### src/rtl/bridge_protocol_pkg.sv
// Shared host/device bridge protocol constants, CMD field layout and CRC8 helpers.
// Used by both the receive-side frame parser and the response frame builder.
package bridge_protocol_pkg;

  localparam logic [7:0] SOF_HOST_TO_DEVICE = 8'h5A;
  localparam logic [7:0] SOF_DEVICE_TO_HOST = 8'hA5;

  localparam logic [7:0] STATUS_OK      = 8'h00;
  localparam logic [7:0] STATUS_CRC_ERR = 8'h01;
  localparam logic [7:0] STATUS_CMD_ERR = 8'h02;
  localparam logic [7:0] STATUS_TIMEOUT = 8'h03;

  localparam logic [7:0] CRC8_POLY = 8'h07;

  typedef struct packed {
    logic       rw;
    logic       inc;
    logic [1:0] size;
    logic [3:0] len;
  } cmd_t;

  function automatic logic [7:0] crc8_update(input logic [7:0] crc, input logic [7:0] data);
    logic [7:0] c;
    c = crc ^ data;
    for (int i = 0; i < 8; i++) begin
      c = c[7] ? ((c << 1) ^ CRC8_POLY) : (c << 1);
    end
    return c;
  endfunction

  // Beats times beat width; largest legal encoding (16 x 4 bytes) is exactly 64.
  function automatic logic [6:0] payload_bytes(input cmd_t cmd);
    return (7'(cmd.len) + 7'd1) << cmd.size;
  endfunction

endpackage

### src/rtl/Crc8_Calculator.sv
// Running CRC8 accumulator (poly 0x07, init 0x00); crc_out includes every byte
// presented with crc_enable up to the previous clock edge.
module Crc8_Calculator
  import bridge_protocol_pkg::*;
(
  input  logic       clk,
  input  logic       rst,
  input  logic       crc_reset,
  input  logic       crc_enable,
  input  logic [7:0] data_in,
  output logic [7:0] crc_out
);

  always_ff @(posedge clk) begin
    if (rst || crc_reset) begin
      crc_out <= 8'h00;
    end else if (crc_enable) begin
      crc_out <= crc8_update(crc_out, data_in);
    end
  end

endmodule

### src/rtl/frame_parser.sv
// Host-to-device command frame parser: SOF hunt, CMD/ADDR/DATA capture, CRC8 check.
// Optional inter-byte timeout enabled by defining FRAME_PARSER_TIMEOUT_EN.
module frame_parser
  import bridge_protocol_pkg::*;
#(
  parameter int TIMEOUT_CYCLES = 100000,
  parameter int MAX_DATA_BYTES = 64
) (
  input  logic       clk,
  input  logic       rst,
  input  logic [7:0] rx_fifo_data,
  input  logic       rx_fifo_empty,
  output logic       rx_fifo_rd_en,
  output logic [7:0] cmd_out,
  output logic [31:0] addr_out,
  output logic [7:0] data_out [0:MAX_DATA_BYTES-1],
  output logic [6:0] data_count,
  output logic       frame_valid,
  input  logic       frame_consumed,
  output logic       frame_error,
  output logic [7:0] error_status,
  output logic       parser_busy,
  output logic [3:0] state_dbg
);

  typedef enum logic [3:0] {
    ST_IDLE, ST_CMD, ST_ADDR0, ST_ADDR1, ST_ADDR2, ST_ADDR3,
    ST_DATA, ST_CRC, ST_HOLD, ST_ERROR
  } state_t;

  if (MAX_DATA_BYTES != 64) begin : g_bad_depth
    $error("frame_parser: MAX_DATA_BYTES is fixed by the protocol at 64");
  end
  if (TIMEOUT_CYCLES < 2) begin : g_bad_timeout
    $error("frame_parser: TIMEOUT_CYCLES must be at least 2");
  end

  state_t      state;
  logic [7:0]  cmd_reg;
  logic [31:0] addr_reg;
  logic [6:0]  exp_count;
  logic [6:0]  byte_idx;
  logic [7:0]  data_reg [0:MAX_DATA_BYTES-1];
  logic [7:0]  crc_value;
  cmd_t        rx_cmd;
  logic        accepting;
  logic        in_frame;
  logic        pop;
  logic        timeout;

  // Handshake: a byte moves exactly when rx_fifo_rd_en is high and rx_fifo_empty is low.
  assign accepting     = (state != ST_HOLD) && (state != ST_ERROR);
  assign in_frame      = accepting && (state != ST_IDLE);
  assign rx_fifo_rd_en = !rst && !rx_fifo_empty && accepting;
  assign pop           = rx_fifo_rd_en;
  assign rx_cmd        = cmd_t'(rx_fifo_data);
  assign parser_busy   = (state != ST_IDLE) && (state != ST_HOLD);
  assign state_dbg     = state;

`ifdef FRAME_PARSER_TIMEOUT_EN
  localparam int TW = $clog2(TIMEOUT_CYCLES);
  logic [TW-1:0] idle_cnt;

  always_ff @(posedge clk) begin
    if (rst || !in_frame || pop) begin
      idle_cnt <= '0;
    end else begin
      idle_cnt <= idle_cnt + 1'b1;
    end
  end

  assign timeout = in_frame && !pop && (idle_cnt == TW'(TIMEOUT_CYCLES - 1));
`else
  assign timeout = 1'b0;
`endif

  Crc8_Calculator u_crc (
    .clk        (clk),
    .rst        (rst),
    .crc_reset  (state == ST_IDLE),
    .crc_enable (pop && in_frame && (state != ST_CRC)),
    .data_in    (rx_fifo_data),
    .crc_out    (crc_value)
  );

  always_ff @(posedge clk) begin
    if (rst) begin
      state        <= ST_IDLE;
      cmd_reg      <= '0;
      addr_reg     <= '0;
      exp_count    <= '0;
      byte_idx     <= '0;
      cmd_out      <= '0;
      addr_out     <= '0;
      data_count   <= '0;
      frame_valid  <= 1'b0;
      frame_error  <= 1'b0;
      error_status <= '0;
      for (int i = 0; i < MAX_DATA_BYTES; i++) begin
        data_reg[i] <= '0;
        data_out[i] <= '0;
      end
    end else begin
      frame_error <= 1'b0;
      if (timeout) begin
        error_status <= STATUS_TIMEOUT;
        frame_error  <= 1'b1;
        state        <= ST_ERROR;
      end else begin
        case (state)
          ST_IDLE: begin
            if (pop && rx_fifo_data == SOF_HOST_TO_DEVICE) state <= ST_CMD;
          end
          ST_CMD: begin
            if (pop) begin
              if (rx_cmd.size == 2'b11) begin
                error_status <= STATUS_CMD_ERR;
                frame_error  <= 1'b1;
                state        <= ST_ERROR;
              end else begin
                cmd_reg   <= rx_fifo_data;
                exp_count <= payload_bytes(rx_cmd);
                state     <= ST_ADDR0;
              end
            end
          end
          ST_ADDR0: if (pop) begin addr_reg[7:0]   <= rx_fifo_data; state <= ST_ADDR1; end
          ST_ADDR1: if (pop) begin addr_reg[15:8]  <= rx_fifo_data; state <= ST_ADDR2; end
          ST_ADDR2: if (pop) begin addr_reg[23:16] <= rx_fifo_data; state <= ST_ADDR3; end
          ST_ADDR3: begin
            if (pop) begin
              addr_reg[31:24] <= rx_fifo_data;
              byte_idx        <= '0;
              state           <= cmd_reg[7] ? ST_CRC : ST_DATA;
            end
          end
          ST_DATA: begin
            if (pop) begin
              data_reg[byte_idx[5:0]] <= rx_fifo_data;
              byte_idx                <= byte_idx + 7'd1;
              if (byte_idx + 7'd1 == exp_count) state <= ST_CRC;
            end
          end
          ST_CRC: begin
            // crc_value already covers the last CMD/ADDR/DATA byte.
            if (pop) begin
              if (rx_fifo_data == crc_value) begin
                cmd_out     <= cmd_reg;
                addr_out    <= addr_reg;
                data_count  <= cmd_reg[7] ? 7'd0 : exp_count;
                data_out    <= data_reg;
                frame_valid <= 1'b1;
                state       <= ST_HOLD;
              end else begin
                error_status <= STATUS_CRC_ERR;
                frame_error  <= 1'b1;
                state        <= ST_ERROR;
              end
            end
          end
          ST_HOLD: begin
            if (frame_consumed) begin
              frame_valid <= 1'b0;
              state       <= ST_IDLE;
            end
          end
          ST_ERROR: state <= ST_IDLE;
          default:  state <= ST_IDLE;
        endcase
      end
    end
  end

endmodule

### config.mk
export PLATFORM = sky130hd
export DESIGN_NAME = frame_parser
export DESIGN_NICKNAME = d
export VERILOG_FILES = /design/src/rtl/bridge_protocol_pkg.sv /design/src/rtl/Crc8_Calculator.sv /design/src/rtl/frame_parser.sv
export SDC_FILE = /design/constraint.sdc
export NUM_CORES = 2
export LEC_CHECK = 0
export ABC_AREA = 1
export ABC_CLOCK_PERIOD_IN_PS = 2150
export BUFFER_PORTS_ARGS = -buffer_cell sky130_fd_sc_hd__buf_2
export CORE_UTILIZATION = 35
export DETAILED_ROUTE_END_ITERATION = 10
export PLACE_DENSITY = 0.63
export SYNTH_ARGS = -nofsm -noshare
export SYNTH_HDL_FRONTEND = slang
export SYNTH_SLANG_ARGS = --single-unit
### constraint.sdc
create_clock -name clk -period 2.15 [get_ports clk]
set_clock_uncertainty 0.2 [all_clocks]
set_input_delay 0.3225 -clock clk [delete_from_list [all_inputs] [get_ports clk]]
set_output_delay 0.3225 -clock clk [all_outputs]
set_load 0.005 [all_outputs]
# Yosys cells after proc, flatten, opt, wreduce, memory -nomap -nowiden
# Index checks and enable logic that the tools add are counted.
# totals
ff_bits,1147
input_bits,12
out_inout_bits,575
word_cells,258
# classes
add_sub_neg,2
magnitude_cmp,2
eq_ne,28
shifts,1
mux,43
bitwise,11
reduce_logical,28
# ops
op,count
$bwmux W512,1
$demux W8 S6,1
$mux W4,11
$mux W8,5
$pmux W4 S9,1
$ne A2 B2 Y1 const B,13
$mux W3,8
$not A3 Y3,8
$mux W7,3
$eq A4 B3 Y1 const B,4
$pmux W8 S2,1
$pmux W7 S2,1
$reduce_and A10 Y1,1
$reduce_and A2 Y1,5
$logic_and A1 B1 Y1,9
$mux W1,9
$reduce_and A3 Y1,3
$eq A4 B2 Y1 const B,2
$eq A8 B7 Y1 const B,1
$eq A8 B8 Y1,1
$ne A4 B4 Y1 const B,2
$xor A8 B8 Y8,1
$add A7 B1 Y7 const B,1
$eq A7 B7 Y1,1
other kinds (18),22

# Longest topological paths before layout
# logic_depth
depth_word,17
mapped_depth,14
mapped_depth_nobuf,14

# Modules after synthesis
# A second synthesis with hierarchy kept.
# unflattened
cells_unflattened,4763
hier_area_um2,39829.4
# by_module_without_submodules
mod,instances,cells_each,area_per_inst_um2,seq_area_each_um2
frame_parser,1,4638,39130.0,22681.8
Crc8_Calculator,1,125,699.4,160.2

# Worst setup path before layout
# No wires, ideal clock.
# synth_timing
path_type,input to register
from,input port rx_fifo_data[3]
to,register addr_out[16]
setup_ns,0.059
arrival_time_ns,2.090
required_ns,1.891
path_slack_ns,-0.198
cell_stages,12
path_buffers,3
cell_sequence,buf_1 -> xnor2_1 -> ha_1 -> and3_1 -> nand3_1 -> inv_1 -> nand3_1 -> buf_2 -> inv_2 -> clkbuf_1 -> nand2_1 -> nand2_1
# synth_via
elab_chain_len,2
# synth_rtl
item,line_no,text
from (decl),frame_parser.sv:11,"input logic [7:0] rx_fifo_data,"
$eq A8 B8 Y1,frame_parser.sv:147,if (rx_fifo_data == crc_value) begin
$reduce_and A3 Y1 (no line),--,
to (signal assigned),frame_parser.sv:149,addr_out <= addr_reg;
to (decl),frame_parser.sv:15,"output logic [31:0] addr_out,"
# Every way passes these cells.
# A chain may end at the register's enable or synchronous reset.

# Worst setup path in the final report
# layout_timing
from,input port rx_fifo_data[3]
to,register addr_out[0]
# The elaborated chain is that of the path after synthesis.

==> impl_metrics.csv <==
group,metric,value,unit
global_routing,busiest_layer,"met2",
final_layout,area_growth,31.7,%
synthesis,synthTopCellsByArea,"dfxtp_1 58%, o21ai_0 14%, nand3_1 7.5%",
global_routing,met1_usage,28.2,%
floorplan,start_util,35.4,%
synthesis,yosysTopAreaCell,"dfxtp_1",
timing,maxSlewViolCount,0,
place,dp_hpwl,81.0,mm
timing,tns,-48.49,ns
synthesis,synth_cell_type_count,34,
critical_path,crit_chain,"dlygate4sd3_1 -> buf_4 -> xnor2_2 -> ha_1 -> and3_4 -> nand3_4 -> inv_4 -> nand3_4 -> buf_12 -> buf_16 -> clkbuf_16 -> nand3_1 -> o21ai_0",
synthesis,yosys.area_share.adder,0.191,%
place,place_congestion,0.851,
timing,fin_ws,-0.196,ns
final_layout,finalInstanceArea,0.0518,mm^2
final_layout,drive_gt1_share,22.8,%
synthesis,synthCells,4664,
critical_path,cp.required,2.52,ns
clock_network,cts-root-buf,"clkbuf_16",
synthesis,ys_seq_elements,1141,
synthesis,synth-compound-area-share,21.2,%
synthesis,yosys_warnings,0,
critical_path,cp-start-kind,"primary input",
synthesis,synth_xor_area_share,0.512,%
clock_network,clkSinkCount,1141,
power,leakage,0.0206,uW
power,p_per_area,839,mW/mm^2
clock_network,cts_tree,"built",
synthesis,synth_top_family_by_area,"compound AO/OA/AOI/OAI gates",
synthesis,yosysTopAreaCellShare,58.1,%
global_routing,grt_max_degree,102,
timing,rsz0062_at_grt,"true",
critical_path,cp-end-kind,"flip-flop",
routing,drt-wirelength-per-cell,19.0,um
status,violations,"negative setup slack",
timing,hold-worst-slack,0.0948,ns
status,outcome,"finished, violations left",
timing,tightest_slew,0.974,ns
synthesis,avgSynthCellArea,8.44,um^2
routing,route.detailed.drc,0,
timing,fin_crit_sh,109,%
global_routing,gr-usage-met2,33.0,%
routing,viasPerCell,4.94,
global_routing,use_met3,5.32,%
synthesis,ys_seq_area_share,58.1,%
clock_network,htree_levels,3,
floorplan,core,0.111,mm^2
place,port-buffer-count,580,
worst_hold_path,hp-class,"in2reg",
floorplan,fp.dieW,337,um
floorplan,rows,122,
timing,max_freq,0.426,GHz
routing,dr.pass1.iters,5,
critical_path,cp_common_cell,"nand3_4",
routing,wirelength,131,mm
clock_network,clk_pin_slew_worst_paths,0.07,ns
final_layout,nets,5313,
place,dp_slack,-0.252,ns
routing,num_vias,34036,
place,dpl_cell_area,0.0458,mm^2
global_routing,grt_remaining_overflow,0,
final_layout,fin_util,46.6,%
global_routing,globalRouteTotalUtil,21.0,%
global_routing,grt_pass1_wl,184,mm
floorplan,num_io_pins,587,
routing,ant_nets,0,
global_routing,antenna_found_initial,9,
timing,relSlewSlack,35.1,%
clock_network,ctsLongestPathBuffers,3,
global_routing,grt_pass1_vias,30016,
timing,setup_viol,559,
critical_path,max_stage_delay,0.61,ns
floorplan,die_h,337,um
critical_path,cp_slowest_cell,"dlygate4sd3_1",
floorplan,dieArea,0.114,mm^2
critical_path,path_delay_family,"buffers and inverters",
critical_path,r2r_slack,-0.15,ns
run,maxCapViolCount,0,
clock_network,cts_buffers,115,
synthesis,synthMuxAreaShare,0,%
routing,drtIter0Drc,2389,
critical_path,worst-path-buf-inv,6,
critical_path,arrival,2.72,ns
clock_network,clk_latency,0.72,ns
synthesis,synth-simple-area-share,10.7,%
power,vdd.ir_drop.worst,0.000681,V
timing,fin_crit,2.35,ns
critical_path,crit_fanout,15,
timing,timing_hold_violations_final,0,
critical_path,worstSetupPathType,"in2reg",
synthesis,synthesis.area,0.0393,mm^2
-- path summary, 6_finish.rpt --
kind / from / end / cells after the start
hold / removal: rx_fifo_data[4] / u_crc.crc_out[4]$_SDFFE_PP0P_ / 6
setup reg to reg: u_crc.crc_out[6]$_SDFFE_PP0P_ / addr_out[0]$_SDFFE_PP0P_ / 11
hold reg to reg: data_reg[237]$_SDFFE_PP0P_ / data_out[237]$_SDFFE_PP0P_ / 2
setup / recovery: rx_fifo_data[3] / addr_out[0]$_SDFFE_PP0P_ / 13
-- final cells by class --
type / instances / area, um^2
Timing Repair Buffer: 893 / 7540
Tap cell: 1488 / 1860
Antenna cell: 6 / 15.0
Clock buffer: 167 / 3400
Fill cell: 10763 / 59300
Clock inverter: 46 / 548
Sequential cell: 1141 / 22900
Inverter: 562 / 2130
Multi-Input combinational cell: 2582 / 13500
-- per-stage QoR --
step           total power, uW  instances
6_report                 43500       6885
5_1_grt                  44900       6881
2_1_floorplan            22400       4669
3_5_place_dp             23100       6597
3_3_place_gp             23100       6597
4_1_cts                  43800       6845
-- synthesized netlist by cell type, drive strengths merged --
cell    number
nor3        17
clkinv       3
o21ai     1075
a211oi       5
nor4         1
a22oi        4
o22ai        1
ha           6
o221a        1
and3         1
clkbuf     262
nand2      238
buf        123
o21a         1
conb         1
nor2        43
a31oi        4
nand4        2
nand3      590
a221oi       1
o211ai       1
xor2         8
dfxtp     1141
inv        559
o21bai       1
xnor2       15
a21oi      560
-- cells by family (layout without fill, tap and decap cells) --
| family | after synthesis | count (layout) |
|---|---|---|
| compound gates | 1654 | 1654 |
| xor+xnor | 23 | 23 |
| fa+ha+maj | 6 | 6 |
| buf+inv | 947 | 1668 |
| flops | 1141 | 1141 |
| other cells | 1 | 12 |
| simple gates | 892 | 893 |
-- per-layer routing --
metal,part of all wire (%),vias to the layer above
met5,0,-
met4,2.4,0
met3,7.7,162
met1,45,16030
li1,-,16853
met2,45,991
-- power by group --
group / total [uW] / internal, uW / switching [uW]
logic: 1570 / 474 / 1090
clock network: 20700 / 12000 / 8740
registers: 21200 / 21200 / 21.6
total: 43500 / 33600 / 9850
-- tightest hold or removal path: cells and delay by family --
family,cells,cell delay (ns)
XOR/XNOR,3,0.36
buffers and inverters,2,0.23
AO/OA/AOI/OAI,1,0.06
-- repair_timing --
action	in CTS	in global routing
pin swaps	10	9
setup endpoints to repair	696	1080
endpoints found under the hold margin	48	0
cloned	9	31
buffers inserted	17	6
gates resized for setup	71	263
hold buffers	10	0
-- cell usage in the layout (no fill, tap or decap), types with 5 or more instances in the layout --
cell           Yosys  layout
clkbuf_8           0      33
o21ai_1            0      93
nor2_1            41      37
a211oi_1           5       5
o21ai_0         1075     943
nor3_4             4       8
buf_6              0      19
conb_1             1       6
o21ai_2            0      37
a21oi_1          560     555
inv_1            554     547
bufinv_16          0       8
buf_12             0      97
nand2_2            0      24
a21oi_2            0       5
dlygate4sd3_1      0      10
clkinv_2           0      20
buf_4              8     145
diode_2            0       6
inv_6              0       8
clkbuf_1         262      19
xor2_1             8       8
nor3_1             9       7
nand3_2            0      26
dfxtp_1         1141    1132
nand2_8            0       5
nand2_1          238     207
buf_2             98     570
clkbuf_16          0     142
dfxtp_2            0       8
nand3_1          590     561
inv_2              5       8
xnor2_1           15       9
buf_16             0      19
(Power assumes the default switching activity.)
